<file path="src/rtl/decoder_2to4.sv">
// ----------------------------------------------------------------------------
// decoder_2to4
//   Registered binary-to-one-hot decoder with enable, valid qualifier and a
//   sticky coverage mask. Default: 2 select bits -> 4 outputs.
//   Legacy mapping: sel[0] = inp1, sel[1] = inp2; dout[k] = out(k+1).
//
// Parameters:
//   SEL_W      - number of select bits (1..5); output width is 2**SEL_W
//   ACTIVE_LOW - 1 inverts dout (selected bit 0, idle bits 1)
//
// Ports:
//   clk        in   rising-edge clock
//   rst        in   asynchronous active-high reset
//   sel        in   binary index
//   en         in   decode enable (en=0 forces dout idle, wins over in_valid)
//   in_valid   in   sel is meaningful this cycle
//   clr_seen   in   synchronous clear of the seen mask
//   dout       out  registered one-hot decode
//   out_valid  out  dout holds a fresh decode
//   seen       out  sticky mask of decoded bits, always active-high
//   onehot_err out  (only with DECODER_ONEHOT_CHECK_EN) sticky one-hot error
//
// Optional feature macro: DECODER_ONEHOT_CHECK_EN
// ----------------------------------------------------------------------------
module decoder_2to4 #(
   parameter int unsigned SEL_W      = 2,
   parameter bit          ACTIVE_LOW = 1'b0
) (
   input  logic                    clk,
   input  logic                    rst,
   input  logic [SEL_W-1:0]        sel,
   input  logic                    en,
   input  logic                    in_valid,
   input  logic                    clr_seen,
   output logic [(1<<SEL_W)-1:0]   dout,
   output logic                    out_valid,
`ifdef DECODER_ONEHOT_CHECK_EN
   output logic [(1<<SEL_W)-1:0]   seen,
   output logic                    onehot_err
`else
   output logic [(1<<SEL_W)-1:0]   seen
`endif
);

   localparam int unsigned        OUT_W = 1 << SEL_W;
   localparam logic [OUT_W-1:0]   IDLE  = ACTIVE_LOW ? '1 : '0;

   logic [OUT_W-1:0] r_dout;
   logic             r_valid;
   logic [OUT_W-1:0] r_seen;
   logic [OUT_W-1:0] w_onehot;
   logic             w_capture;

   assign w_onehot  = OUT_W'(1) << sel;
   assign w_capture = en & in_valid;

   always_ff @(posedge clk or posedge rst) begin
      if (rst) begin
         r_dout  <= IDLE;
         r_valid <= 1'b0;
         r_seen  <= '0;
      end else begin
         if (!en) begin
            r_dout  <= IDLE;
            r_valid <= 1'b0;
         end else if (in_valid) begin
            // dout is stored already polarity-adjusted so it leaves a flop directly
            r_dout  <= w_onehot ^ IDLE;
            r_valid <= 1'b1;
         end else begin
            r_valid <= 1'b0;
         end

         // a capture on the clearing edge survives the clear
         if (clr_seen)
            r_seen <= w_capture ? w_onehot : '0;
         else if (w_capture)
            r_seen <= r_seen | w_onehot;
      end
   end

   assign dout      = r_dout;
   assign out_valid = r_valid;
   assign seen      = r_seen;

`ifdef DECODER_ONEHOT_CHECK_EN
   logic [OUT_W-1:0] w_dout_ah;
   logic             w_multi;
   logic             r_err;

   assign w_dout_ah = r_dout ^ IDLE;
   // more than one bit set <=> clearing the lowest set bit leaves something
   assign w_multi   = |(w_dout_ah & (w_dout_ah - OUT_W'(1)));

   always_ff @(posedge clk or posedge rst) begin
      if (rst)
         r_err <= 1'b0;
      else if (w_multi)
         r_err <= 1'b1;
   end

`ifndef SYNTHESIS
   always_ff @(posedge clk) begin
      if (!rst && w_multi && !r_err)
         $error("decoder_2to4: dout not one-hot: %b", w_dout_ah);
   end
`endif

   assign onehot_err = r_err;
`endif

endmodule

</file>
<file path="config.mk">
export PLATFORM = sky130hd
export DESIGN_NAME = decoder_2to4
export DESIGN_NICKNAME = d
export VERILOG_FILES = /design/src/rtl/decoder_2to4.sv
export SDC_FILE = /design/constraint.sdc
export NUM_CORES = 1
export LEC_CHECK = 0
export BUFFER_PORTS_ARGS = -buffer_cell sky130_fd_sc_hd__buf_2
export CAP_MARGIN = 20
export CORE_AREA = 4 4 41 43
export CTS_BUF_LIST = sky130_fd_sc_hd__clkbuf_4
export DETAILED_ROUTE_END_ITERATION = 12
export DIE_AREA = 0 0 45 47
export PLACE_DENSITY = 0.63
export SLEW_MARGIN = 20
export SYNTH_ARGS = -nofsm -noshare
export SYNTH_HDL_FRONTEND = slang
export SYNTH_SLANG_ARGS = --single-unit
</file>
<file path="constraint.sdc">
create_clock -name clk -period 0.85 [get_ports clk]
set_input_delay 0.255 -clock clk [delete_from_list [all_inputs] [get_ports clk]]
set_output_delay 0.255 -clock clk [all_outputs]
set_load 0.1 [all_outputs]
</file>
==> summary.txt <==
Outcome
  • Outcome: finished, violations left
  • Failing checks: negative setup slack

Setup path
  • WS Path Type: reg2out
  • CP required: just under 0.6 ns
  • Worst setup SP type: flip-flop
  • Crit. End Element: output pin
  • Slowest Stage Delay on Critical Path: 0.49 ns
  • Worst-path cell chain: buf_12
  • CP arrival: about 0.9 ns
  • Critical-path top delay cell: dfrtp_4
  • CP Max Fanout: 2
  • Worst Path Buf+Inv: 1
  • Critical path's top delay family: flip-flops

STA
  • Hold Vio Cnt, Final: 0
  • Fmax: about 850 MHz
  • Crit share post-route: 139%
  • Final clock skew: 0 ns
  • Max-Slew Margin vs Limit: between 80% and 90%
  • Slew Viols, Final: 0
  • PnR worst setup slack: -0.328 ns
  • # setup viols final: 10
  • Tmin final: roughly 1.2 ns
  • TNS Setup: -2.99 ns
  • Worst Tran Pin Value: 0.206 ns
  • RSZ-0062 raised after global routing: yes

Power and ir drop
  • Power Total: 0.00117 W
  • VDD IR max: around 1300 µV
  • Static Leakage: slightly above 0.3 nW
  • PD cells: 1680 nW/µm²

Detailed routing
  • DR vias/cell: between 4 and 5
  • 1st-iter DRT viols: 1
  • Drt total wl: approximately 800 µm
  • Drt pass-1 iters: 2
  • Wire length per cell: 11.4 µm
  • # DRC: 0
  • Routed Antenna Nets: 0
  • Via count: 306

GRT
  • Antenna violations before repair: 0
  • Busiest layer in global routing: met2
  • First-pass GRT wire length: 1280 µm
  • GRT met3 Usage: 3.83%
  • Grt met1 use: 9.20%
  • Overflow left after global routing: 0
  • Met2 usage: between 10% and 20%
  • Tot GR Track Use: 9.04%
  • Pin count of the biggest net entering global routing: 10
  • Vias in the first global route: roughly 310

Placed design
  • Post-DP HPWL: between 500 and 600 µm
  • DP Cell Count: between 60 and 70
  • Port buffer count: 15
  • Post-DP Area: between 600 and 700 µm²
  • Routability congestion estimate: 0.715

Clock network
  • Worst skew pair latency: 0.26 ns
  • CTS tree: built
  • Max H-tree Level: 1
  • Total CTS buffers: 3
  • Reg clk slew, reported paths: 0.06 ns
  • Clock Sinks: 9
  • Root Driver: clkbuf_4
  • Clk buf depth: 2

Final layout
  • Layout cells sized above 1: between 70% and 80%
  • Area delta synth->final: 88.9%
  • N_diodes: 0
  • Final instance area: 699 µm²
  • FILL cells: about 120
  • Fin cells: 70
  • Nets: 63

Synthesis
  • Synth top cells by count: 9 x dfrtp_1, 6 x inv_1, 4 x nand3b_1, 3 x nand2_1
  • Synth Area per Inst: around 12 µm²
  • Synth warn: 0
  • Fraction of registers with async set/reset: 100%
  • Top_reg_cell synth: dfrtp_1
  • Top-area cell type share of the netlist area: slightly above 60%
  • Seq cells post-synth: 9
  • Synth area leader: dfrtp_1
  • Number of synthesized flops with an enable pin: 0
  • Synthesized area: about 370 µm²
  • Register area share after synthesis: 60.8%
  • Cells after Synth: 32
  • Most frequent cell after synthesis: dfrtp_1
  • Count of different cell masters after synthesis: 12
  • Syn Nets: 39
  • Most area-consuming cells after synthesis: dfrtp_1 61%, nand3b_1 8.1%, inv_1 6.1%

Worst hold path
  • Worst min path class: in2reg

Die
  • FP Rows: 13
  • Die Width: approximately 45 µm
  • Full die area: ~2100 µm²
  • Core area: around 1300 µm²
  • Initial core utilization: approximately 28%
  • Io pins: 16
  • Die height: around 47 µm

Flow run
  • Max-cap violations: 0
## logic make-up (layout without fill, tap and decap cells)
kind of cell	count (synthesis)	count (layout)	share of synthesized area, %
simple gates	11	11	19.3
flops	9	9	60.8
buf+inv	7	30	8.11
compound gates	5	5	11.8
## state kept, by name, summed over array words and instances (netlist names)
name       flops
dout           4
out_valid      1
seen           4
## area by class of cell
type                    count  area, µm²  share of cell area (%)
well taps                  15       18.8                    2.68
flip-flops and latches      9        259                    37.0
clock buffers               4       30.0                    4.29
repair buffers             20        250                    35.8
inverters                   6       26.3                    3.76
multi-input cells          16        115                    16.5
## where the power goes
part | switching, W | internal (W)
sequential | 0.0000215 | 0.000462
combinational | 0.000211 | 0.000122
clock | 0.000145 | 0.000213
## metrics by stage
step | worst slack, ns | hold WS, ns | utilization (%)
finish | -0.328 | 0.226 | 53.8
CTS | -0.338 | 0.229 | 52.9
global route | -0.351 | 0.235 | 53.8
floorplan | -0.0801 | 0.0831 | -
detailed placement | -0.0490 | 0.227 | 49.8
global placement | -0.0465 | 0.230 | 49.8
## placed cells by master (no fill, tap or decap)
master / count
inv_2: 3
o21ai_1: 3
nand4b_1: 2
buf_12: 9
nand2_1: 3
buf_4: 4
inv_1: 2
nand2_2: 1
clkbuf_4: 4
nand4_1: 1
o32ai_2: 1
o31ai_2: 1
buf_2: 6
clkinvlp_4: 1
nand3b_1: 4
dfrtp_4: 9
dlygate4sd3_1: 1
## path summary, 6_finish.rpt
check / from / endpoint / slack (ns) / cells after the start
max: dout[3] / dout[3] / -0.33 / 1
min: clr_seen / seen[3] / 0.23 / 2
max reg2reg: seen[3] / seen[3] / -0.08 / 4
min reg2reg: dout[2] / dout[2] / 0.58 / 2
max in group asynchronous: rst / dout[1] / 0.23 / 3
min in group asynchronous: rst / dout[2] / 0.45 / 3
## what timing repair did
item                                   in CTS  in global routing
gates resized for setup                     0                  1
setup endpoints to repair                   9                 20
buffers inserted                            0                  1
endpoints found under the hold margin       9                  0
hold buffers                                1                  0
## metal layers
layer | part of all wire [%] | routed length, µm
met4 | 1.1 | 9
met1 | 38 | 303
met3 | 6.6 | 53
met2 | 54 | 433
met5 | 0 | 0
## worst register-to-register path: stages, from the launching register on
cell and delay, ns:
dfrtp_4 0.49, buf_4 0.14, buf_4 0.12, inv_2 0.03, o21ai_1 0.05
(Power assumes the default switching activity.)
